**config.mk**
```make
export PLATFORM = sky130hd
export DESIGN_NAME = piso_serializer
export DESIGN_NICKNAME = d
export VERILOG_FILES = /design/src/rtl/piso_serializer.sv
export SDC_FILE = /design/constraint.sdc
export NUM_CORES = 1
export LEC_CHECK = 0
export ABC_AREA = 1
export CAP_MARGIN = 20
export CORE_UTILIZATION = 47
export CTS_CLUSTER_DIAMETER = 60
export DETAILED_ROUTE_END_ITERATION = 10
export GPL_TIMING_DRIVEN = 0
export PLACE_DENSITY = 0.75
export SYNTH_ARGS = -nofsm -noshare
export SYNTH_HDL_FRONTEND = slang
export SYNTH_SLANG_ARGS = --single-unit
```
**constraint.sdc**
```tcl
create_clock -name clk -period 1.5 [get_ports clk]
set_input_delay 0.225 -clock clk [delete_from_list [all_inputs] [get_ports clk]]
set_output_delay 0.225 -clock clk [all_outputs]
set_load 0.005 [all_outputs]
```
**src/rtl/piso_serializer.sv**
```systemverilog
// rtl/piso_serializer.sv - parallel-in/serial-out stage feeding a shift-left register
//
// Accepts a width-bit word over a valid/ready handshake and streams it MSB-first
// on ser_d, with ser_en qualifying each bit. A back-to-back word is accepted in
// the last-bit cycle, so consecutive words stream with no idle cycle.
//
// Optional feature macro: PISO_PARITY_EN
//   When defined, an extra bit carrying the even parity (XOR reduction) of the word
//   follows bit 0, so each word occupies width+1 ser_en cycles.
//
// Ports:
//   clk        rising-edge clock
//   rst        asynchronous active-low reset
//   in_data    parallel word to serialize (held stable until accepted)
//   in_valid   in_data valid
//   in_ready   block can accept a word this cycle (combinational)
//   ser_d      serial data bit, MSB-first, registered
//   ser_en     ser_d valid this cycle, registered
//   word_done  one-cycle pulse: downstream register now holds the full word
//   busy       high while in SHIFT state

module piso_serializer #(
  parameter int width = 8
) (
  input  logic             clk,
  input  logic             rst,
  input  logic [width-1:0] in_data,
  input  logic             in_valid,
  output logic             in_ready,
  output logic             ser_d,
  output logic             ser_en,
  output logic             word_done,
  output logic             busy
);

  localparam int CW = $clog2(width + 1);

  // Counter value loaded on accept; the counter reaches zero on the final
  // serial cycle of the word (bit 0, or the parity bit when enabled).
`ifdef PISO_PARITY_EN
  localparam logic [CW-1:0] LAST = CW'(width);
`else
  localparam logic [CW-1:0] LAST = CW'(width - 1);
`endif

  typedef enum logic {IDLE, SHIFT} state_t;

  state_t           state, state_d;
  logic [width-1:0] shreg, shreg_d;
  logic [CW-1:0]    cnt, cnt_d;
  logic             ser_d_d, ser_en_d, word_done_d;
  logic             accept;
  logic             last_cycle;

`ifdef PISO_PARITY_EN
  logic             par, par_d;
`endif

  assign last_cycle = (state == SHIFT) && (cnt == '0);
  assign in_ready   = (state == IDLE) || last_cycle;
  assign accept     = in_valid && in_ready;
  assign busy       = (state == SHIFT);

  always_comb begin
    state_d     = state;
    shreg_d     = shreg;
    cnt_d       = cnt;
    ser_d_d     = ser_d;
    ser_en_d    = ser_en;
    word_done_d = last_cycle;
`ifdef PISO_PARITY_EN
    par_d       = par;
`endif

    if (accept) begin
      // Fresh load, also taken in the last-bit cycle so ser_en never drops
      // between consecutive words.
      state_d  = SHIFT;
      shreg_d  = in_data;
      cnt_d    = LAST;
      ser_d_d  = in_data[width-1];
      ser_en_d = 1'b1;
`ifdef PISO_PARITY_EN
      par_d    = ^in_data;
`endif
    end else if (state == SHIFT) begin
      if (cnt != '0) begin
        // shreg[width-1] is the bit currently on ser_d, so the next bit
        // sits one position below it.
        shreg_d = {shreg[width-2:0], 1'b0};
        cnt_d   = cnt - CW'(1);
        ser_d_d = shreg[width-2];
`ifdef PISO_PARITY_EN
        if (cnt == CW'(1)) begin
          ser_d_d = par;
        end
`endif
      end else begin
        state_d  = IDLE;
        ser_en_d = 1'b0;
        ser_d_d  = 1'b0;
      end
    end
  end

  always_ff @(posedge clk or negedge rst) begin
    if (!rst) begin
      state     <= IDLE;
      shreg     <= '0;
      cnt       <= '0;
      ser_d     <= 1'b0;
      ser_en    <= 1'b0;
      word_done <= 1'b0;
`ifdef PISO_PARITY_EN
      par       <= 1'b0;
`endif
    end else begin
      state     <= state_d;
      shreg     <= shreg_d;
      cnt       <= cnt_d;
      ser_d     <= ser_d_d;
      ser_en    <= ser_en_d;
      word_done <= word_done_d;
`ifdef PISO_PARITY_EN
      par       <= par_d;
`endif
    end
  end

endmodule
```
==> results of run 1 <==
==> layout make-up <==
class | count | area (sq um) | area share
Multi-Input combinational cell | 56 | 292 | 0.304
Timing Repair Buffer | 20 | 186 | 0.194
Sequential cell | 15 | 377 | 0.392
Buffer | 2 | 18.8 | 0.0196
Inverter | 11 | 41.3 | 0.0430
Tap cell | 15 | 18.8 | 0.0196
Clock buffer | 4 | 26.3 | 0.0274
==> sequential cells by signal, indices dropped and copies added, names as in the netlist <==
name	count
busy	1
ser_en	1
cnt	4
shreg	7
ser_d	1
word_done	1
==> cell usage in the layout, fill, tap and decap left out <==
cell             instances
buf_4                    5
buf_6                    2
clkbuf_1                 1
clkbuf_2                 1
clkbuf_4                 3
clkdlybuf4s50_1         14
dfrtp_1                 14
dfrtp_2                  1
ha_4                     1
inv_1                    7
inv_2                    4
nand2_1                 24
nand2_2                  1
nand2_4                  3
nand3_1                 17
nand3b_1                 1
nor2_1                   2
nor2_2                   1
nor3_1                   1
o21ai_0                  3
o21ai_1                  2
==> cells by family after synthesis <==
logic type                 Yosys count  share of synthesized area
adders and majority gates            1                     0.0173
buffers and inverters               14                      0.104
AOI/OAI and AO/OA                    5                     0.0345
DFF                                 15                      0.518
and+or+nand+nor                     50                      0.326
==> what timing repair did <==
action | in CTS | in global routing
buffers inserted | 3 | 2
pin swaps | 3 | 0
gates resized for setup | 7 | 3
hold buffers | 0 | 0
setup endpoints to repair | 2 | 3
==> per-stage QoR <==
| step | TNS, ns | cell area, sq um | std cells | hold WS, ns | setup WS, ns |
|---|---|---|---|---|---|
| floorplan | 0 | 724 | 85 | -0.0706 | 0.284 |
| global placement | -0.212 | 893 | 115 | 0.460 | -0.212 |
| detailed placement | -0.222 | 893 | 115 | 0.463 | -0.222 |
| CTS | 0 | 945 | 121 | 0.366 | 0.00534 |
| global route | 0 | 960 | 123 | 0.421 | 0.0171 |
| finish | 0 | 960 | 123 | 0.351 | 0.0588 |
==> where the power goes <==
part | switching [mW] | internal, mW
clock network | 0.120 | 0.103
logic | 0.392 | 0.406
registers | 0.106 | 0.566
total | 0.618 | 1.08
==> worst max-delay path by stage <==
stage | to | cells after the start | slack, ns
floorplan | ser_d | 9 | 0.28
global placement | in_ready | 6 | -0.21
detailed placement | in_ready | 6 | -0.22
global route | busy | 1 | 0.02
finish | busy | 1 | 0.06
CTS | in_ready | 5 | 0.005
==> layer usage <==
layer	up-vias	routed length [um]	part of all wire	global-route usage
met5	-	0	0	0
met4	0	17	0.012	0.0968
met3	2	43	0.031	0.0326
met2	13	658	0.47	0.332
met1	280	670	0.48	0.263
li1	313	-	-	-
==> out/qor.yml, run 1 <==
synth_top_area_share: 0.518
grt_first_pass_wirelength_um: 2240
drt_wl_total_um: 1390
io_buffers: 15
ant_nets: 0
rows: 13
gp_congestion: 0.746
final_hold_viol_count: 0
clock-sinks: 15
cp_data_required_time_ns: 1.27
initial_core_util: 0.530
core_sq_um: 1370
hp-class: "input pin to asynchronous set/reset pin"
drv_slew: 0
nets: 121
max_cap_violations: 0
powerDensity_nw_per_um2: 1760
io_pins: 16
r2r_start: "cnt[0]"
syn_inst: 85
path_cells: "clkdlybuf4s50_1"
drtIter0Drc: 10
setup_viol: 0
cts-root-buf: "clkbuf_4"
antenna_cells: 0
clock_skew_ns: 0.00347
synthToLayoutAreaGrowth_pct: 32.5
cpLargestDelayFamily: "buffers and inverters"
wl_per_cell_um: 11.3
synth.avg_cell_area_sq_um: 8.52
status: "complete, no violations"
clock_latency_ns: 0.27
cp_max_fo: 5
drive_gt1_frac: 0.204
path_buf_inv: 1
synth_nets: 97
ys_warn_count: 0
route.detailed.drc: 0
total_power_mw: 1.69
hpwl_um: 935
slew_headroom: 0.554
path_class: "flip-flop to output pin"
clk_pin_slew_ns: 0.09
rsz0062_at_grt: "false"
critical_path_arrival_ns: 1.22
die_area_sq_um: 1700
clock_path_buffers: 2
cts_tree: "built"
power.leakage_nw: 0.497
fill_cells: 121
max_stage_delay_ns: 0.51
regToRegSetupSlack_ns: 0.13
die_w_um: 41.3
worst_pin_slew_ns: 0.668
min_period_over_period: 0.961
postSynth.asyncResetShare: 1.00
overflow: 0
critPathLaunchType: "flip-flop"
period_needed_ns: 1.44
synth_cell_types: 17
cts_max_level: 1
numCtsBuffers: 3
reg2reg_to: "cnt[1]"
mappedNetlistArea_sq_um: 724
grt_max_degree: 16
grt_pass1_vias: 535
die_h_um: 41.3
track_usage: 0.205
synth_top_flop_cell: "dfrtp_1"
ys_seq_elements: 15
first_pass_iters: 4
yosysTopAreaCell: "dfrtp_1"
synth_edf_count: 0
crit_path_end_kind: "output pin"
cp-startpoint: "busy"
synth_common_cells: "nand2_1, nand3_1, dfrtp_1, inv_1, o21ai_0"
fin_util: 0.702
ir_drop_mv: 1.07
crit_slowest_cell: "clkdlybuf4s50_1"
routed_via_density: 4.94
synth_area_leaders: "dfrtp_1, nand2_1, nand3_1"
reg2reg_depth: 10
yosysMostFrequentCell: "nand2_1"
fmax_mhz: 694
num_vias: 608
antenna_found_initial: 0
seq_area_frac_synth: 0.518
Power figures use the tool's default switching activity.
==> inputs of run 2 (changes only) <==
==> constraint.sdc (replaced) <==
create_clock -name clk -period 1.56 [get_ports clk]
set_input_delay 0.234 -clock clk [delete_from_list [all_inputs] [get_ports clk]]
set_output_delay 0.234 -clock clk [all_outputs]
set_load 0.005 [all_outputs]
==> out/qor.yml, run 2 (synthesis results as in run 1) <==
combPwrFrac: 0.465  # was 0.472
critPathLaunchType: "flip-flop"  # unchanged
wl_per_cell_um: 11.4  # was 11.3 um
cts_max_level: 1  # unchanged
drtIter0Drc: 11  # was 10
clock_skew_ns: 0.00410  # was 0.00347 ns
max_cap_violations: 0  # unchanged
final_cells: 122  # was 123
synthToLayoutAreaGrowth_pct: 31.4  # was 32.5%
final_cell_mix: "nand2_1, nand3_1, dfrtp_1"  # was nand2_1, nand3_1, dfrtp_1, clkdlybuf4s50_1, inv_1
worst_pin_slew_ns: 0.671  # was 0.668 ns
grt_pass1_vias: 537  # was 535
cts-root-buf: "clkbuf_4"  # unchanged
drv_slew: 0  # unchanged
path_buf_inv: 1  # unchanged
io_pins: 16  # unchanged
crit_slowest_cell: "clkdlybuf4s50_1"  # unchanged
cpLargestDelayFamily: "buffers and inverters"  # unchanged
path_cells: "clkdlybuf4s50_1"  # unchanged
power.internal_mw: 1.02  # was 1.08 mW
rsz0062_at_grt: "false"  # unchanged
multi_input_area_sq_um: 292  # unchanged
powerDensity_nw_per_um2: 1690  # was 1760 nW/um^2
cts_tree: "built"  # unchanged
regToRegSetupSlack_ns: 0.13  # about the same
core_sq_um: 1370  # unchanged
fin_util: 0.697  # was 0.702
clock-sinks: 15  # unchanged
fmax_mhz: 663
nets: 120  # was 121
power.switching_mw: 0.592  # was 0.618 mW
gp_congestion: 0.746  # unchanged
grt_max_degree: 16  # unchanged
critical_path_arrival_ns: 1.27  # was 1.22 ns
grt_first_pass_wirelength_um: 2240  # unchanged
hpwl_um: 935  # unchanged
final_hold_viol_count: 0  # unchanged
cp_data_required_time_ns: 1.33  # was 1.27 ns
overflow: 0  # unchanged
crit_path_end_kind: "output pin"  # unchanged
slew_headroom: 0.551  # was 0.554
hold-worst-slack_ns: 0.361  # was 0.351 ns
antenna_cells: 0  # unchanged
reg2reg_to: "cnt[1]"  # unchanged
die_w_um: 41.3  # unchanged
initial_core_util: 0.530  # unchanged
hp-class: "input pin to asynchronous set/reset pin"  # unchanged
period_needed_ns: 1.51
largest_reg_flops: 7  # unchanged
io_buffers: 15  # unchanged
clock_latency_ns: 0.27  # about the same
total_power_mw: 1.61  # was 1.69 mW
final_common_cell: "nand2_1"  # unchanged
power_frac_clock: 0.133  # was 0.131
dpl.cell_count: 115  # unchanged
rows: 13  # unchanged
hold_buffers: 0  # unchanged
top_register: "shreg"  # unchanged
pwr-share-seq: 0.402  # was 0.397
num_vias: 599  # was 608
route.detailed.drc: 0  # unchanged
min_period_over_period: 0.967
drt_wl_total_um: 1390  # about the same
max_stage_delay_ns: 0.54  # was 0.51 ns
netSwitchingFraction: 0.368  # was 0.365
routed_via_density: 4.91  # was 4.94
die_area_sq_um: 1700  # unchanged
ant_nets: 0  # unchanged
fill_cells: 122  # was 121
ir_drop_mv: 1.03  # was 1.07 mV
reg_top3: "shreg (7), cnt (4)"  # unchanged
clk_pin_slew_ns: 0.09  # about the same
die_h_um: 41.3  # unchanged
status: "complete, no violations"  # unchanged
numCtsBuffers: 3  # unchanged
setup_viol: 0  # unchanged
track_usage: 0.205  # unchanged
antenna_found_initial: 0  # unchanged
power.leakage_nw: 0.492  # was 0.497 nW
first_pass_iters: 4  # unchanged
clock_path_buffers: 2  # unchanged
path_class: "flip-flop to output pin"  # unchanged
drive_gt1_frac: 0.178  # was 0.204
cp_max_fo: 5  # unchanged
reg2reg_depth: 10  # unchanged
layout.area.seq_sq_um: 375  # was 377 sq um
r2r_start: "cnt[0]"  # unchanged
## run 2: cell types whose count changed in the layout (fill, tap and decap cells not counted)
cell / change
clkbuf_2: -1
dfrtp_1: +1
clkdlybuf4s15_1: +1
buf_6: -1
dfrtp_2: -1
## run 2: layout make-up
type                       count  share of cell area
sequential                    15               0.394
multi-input combinational     56               0.306
timing repair buffer          19               0.189
inverter                      11              0.0434
clock buffer                   4              0.0276
buffer                         2              0.0197
tap                           15              0.0197
## run 2: worst max path at each step
stage               cells after the start    from       end  slack (ns)
floorplan                               9  cnt[0]     ser_d        0.34
global placement                        6  cnt[0]  in_ready       -0.16
detailed placement                      6  cnt[0]  in_ready       -0.17
CTS                                     5  cnt[0]  in_ready        0.04
global route                            1    busy      busy       0.006
finish                                  1    busy      busy        0.05
## run 2: layer usage
layer  wire [um]  vias to the layer above  track usage  share of wire
met3          45                        2       0.0326          0.032
met1         672                      274        0.263           0.48
met4          17                        0       0.0968          0.012
met2         657                       13        0.332           0.47
met5           0                        -            0              0
li1            -                      310            -              -
## run 2: power groups by stage
| stage | clock, mW | sequential, mW | combinational, mW |
|---|---|---|---|
| after floorplan | 0 | 0.633 | 0.441 |
| after global placement | 0 | 0.646 | 0.629 |
| after detailed placement | 0 | 0.650 | 0.654 |
| after CTS | 0.226 | 0.646 | 0.721 |
| after global routing | 0.236 | 0.663 | 0.862 |
| final | 0.215 | 0.647 | 0.747 |
## run 2: through the flow
step                setup slack, ns  TNS, ns  area, sq um
floorplan                     0.344        0          724
global placement             -0.161   -0.161          893
detailed placement           -0.171   -0.171          893
CTS                          0.0413        0          943
global route                0.00636        0          952
finish                       0.0514        0          952
## run 2: timing repair
item,in CTS,in global routing
resized for setup,6,1
buffers inserted,3,1
pin swaps,2,0
hold endpoints to repair,0,0
setup endpoints to repair,1,1
==> inputs of run 3 (changes only) <==
--- a/config.mk
+++ b/config.mk
@@ -11,6 +11,7 @@
 export CTS_CLUSTER_DIAMETER = 60
 export DETAILED_ROUTE_END_ITERATION = 10
 export GPL_TIMING_DRIVEN = 0
+export MAX_ROUTING_LAYER = met4
 export PLACE_DENSITY = 0.75
 export SYNTH_ARGS = -nofsm -noshare
 export SYNTH_HDL_FRONTEND = slang
==> out/qor.yml, run 3 (synthesis results as in run 1) <==
fill_cells: 122  # unchanged
cts_tree: "built"  # unchanged
crit_slowest_cell: "clkdlybuf4s50_1"  # unchanged
reg_top3: "shreg (7), cnt (4)"  # unchanged
r2r_start: "cnt[0]"  # unchanged
antenna_found_initial: 0  # unchanged
power.leakage_nw: 0.492  # unchanged
path_buf_inv: 1  # unchanged
overflow: 0  # unchanged
min_period_over_period: 0.967  # about the same
clock-sinks: 15  # unchanged
drive_gt1_frac: 0.178  # unchanged
power.switching_mw: 0.592  # about the same
dpl.cell_count: 115  # unchanged
num_vias: 599  # unchanged
clock_latency_ns: 0.27  # about the same
path_class: "flip-flop to output pin"  # unchanged
largest_reg_flops: 7  # unchanged
crit_path_end_kind: "output pin"  # unchanged
netSwitchingFraction: 0.368  # about the same
cts-root-buf: "clkbuf_4"  # unchanged
first_pass_iters: 4  # unchanged
cp_data_required_time_ns: 1.33  # about the same
status: "complete, no violations"  # unchanged
reg2reg_depth: 10  # unchanged
clock_skew_ns: 0.00410  # about the same
gp_congestion: 0.756  # was 0.746
max_cap_violations: 0  # unchanged
drt_wl_total_um: 1390  # unchanged
grt_pass1_vias: 537  # unchanged
numCtsBuffers: 3  # unchanged
ir_drop_mv: 1.03  # unchanged
cp_max_fo: 5  # unchanged
grt_max_degree: 16  # unchanged
die_area_sq_um: 1700  # unchanged
hold_buffers: 0  # unchanged
worst_pin_slew_ns: 0.671  # unchanged
synthToLayoutAreaGrowth_pct: 31.4  # unchanged
cpLargestDelayFamily: "buffers and inverters"  # unchanged
drtIter0Drc: 11  # unchanged
drv_slew: 0  # unchanged
hpwl_um: 935  # unchanged
core_sq_um: 1370  # unchanged
regToRegSetupSlack_ns: 0.13  # about the same
pwr-share-seq: 0.402  # about the same
io_buffers: 15  # unchanged
combPwrFrac: 0.465  # about the same
nets: 120  # unchanged
slew_headroom: 0.551  # unchanged
final_hold_viol_count: 0  # unchanged
final_common_cell: "nand2_1"  # unchanged
route.detailed.drc: 0  # unchanged
fmax_mhz: 663  # unchanged
total_power_mw: 1.61  # about the same
top_register: "shreg"  # unchanged
rows: 13  # unchanged
rsz0062_at_grt: "false"  # unchanged
wl_per_cell_um: 11.4  # unchanged
period_needed_ns: 1.51  # about the same
track_usage: 0.211  # was 0.205
io_pins: 16  # unchanged
ant_nets: 0  # unchanged
die_h_um: 41.3  # unchanged
critPathLaunchType: "flip-flop"  # unchanged
powerDensity_nw_per_um2: 1690  # about the same
power_frac_clock: 0.133  # about the same
antenna_cells: 0  # unchanged
initial_core_util: 0.530  # unchanged
final_cells: 122  # unchanged
clk_pin_slew_ns: 0.09  # about the same
cts_max_level: 1  # unchanged
path_cells: "clkdlybuf4s50_1"  # unchanged
setup_viol: 0  # unchanged
power.internal_mw: 1.02  # unchanged
max_stage_delay_ns: 0.54  # about the same
grt_first_pass_wirelength_um: 2240  # about the same
hp-class: "input pin to asynchronous set/reset pin"  # unchanged
die_w_um: 41.3  # unchanged
routed_via_density: 4.91  # unchanged
clock_path_buffers: 2  # unchanged
critical_path_arrival_ns: 1.27  # about the same
final_cell_mix: "nand2_1, nand3_1, dfrtp_1"  # unchanged
reg2reg_to: "cnt[1]"  # unchanged
==> run 3: timing repair <==
item / 4_1_cts / 5_1_grt
setup endpoints to repair: 1 / 1
buffers inserted: 3 / 1
resized for setup: 6 / 1
pin swaps: 2 / 0
==> run 3: how the worst max path moves through the flow <==
stage / from / end / slack, ns / cells past startpoint
after CTS: cnt[0] / in_ready / 0.04 / 5
after floorplan: cnt[0] / ser_d / 0.34 / 9
final: busy / busy / 0.05 / 1
after detailed placement: cnt[0] / in_ready / -0.17 / 6
after global placement: cnt[0] / in_ready / -0.16 / 6
after global routing: busy / busy / 0.006 / 1
==> run 3: power groups by stage <==
stage	Clock (mW)	Combinational (mW)	Sequential [mW]
floorplan	0	0.441	0.633
global placement	0	0.629	0.646
detailed placement	0	0.654	0.650
CTS	0.226	0.721	0.646
global route	0.236	0.862	0.663
finish	0.215	0.747	0.647
==> run 3: final cells by class <==
type / instances / area [sq um] / area share
Tap cell: 15 / 18.8 / 0.0197
Sequential cell: 15 / 375 / 0.394
Clock buffer: 4 / 26.3 / 0.0276
Inverter: 11 / 41.3 / 0.0434
Timing Repair Buffer: 19 / 180 / 0.189
Buffer: 2 / 18.8 / 0.0197
Multi-Input combinational cell: 56 / 292 / 0.306
==> run 3: stage by stage <==
| stage | hold slack (ns) | worst slack [ns] | util | TNS [ns] | cell area, sq um |
|---|---|---|---|---|---|
| after CTS | 0.375 | 0.0413 | 0.690 | 0 | 943 |
| after detailed placement | 0.463 | -0.171 | 0.654 | -0.171 | 893 |
| final | 0.361 | 0.0514 | 0.697 | 0 | 952 |
| after floorplan | -0.0616 | 0.344 | - | 0 | 724 |
| after global placement | 0.460 | -0.161 | 0.654 | -0.161 | 893 |
| after global routing | 0.430 | 0.00636 | 0.697 | 0 | 952 |
==> run 3: layer usage <==
metal  global-route usage  part of all wire
met5                    -                 0
met3               0.0326             0.032
met2                0.332              0.47
met1                0.263              0.48
met4               0.0968             0.012
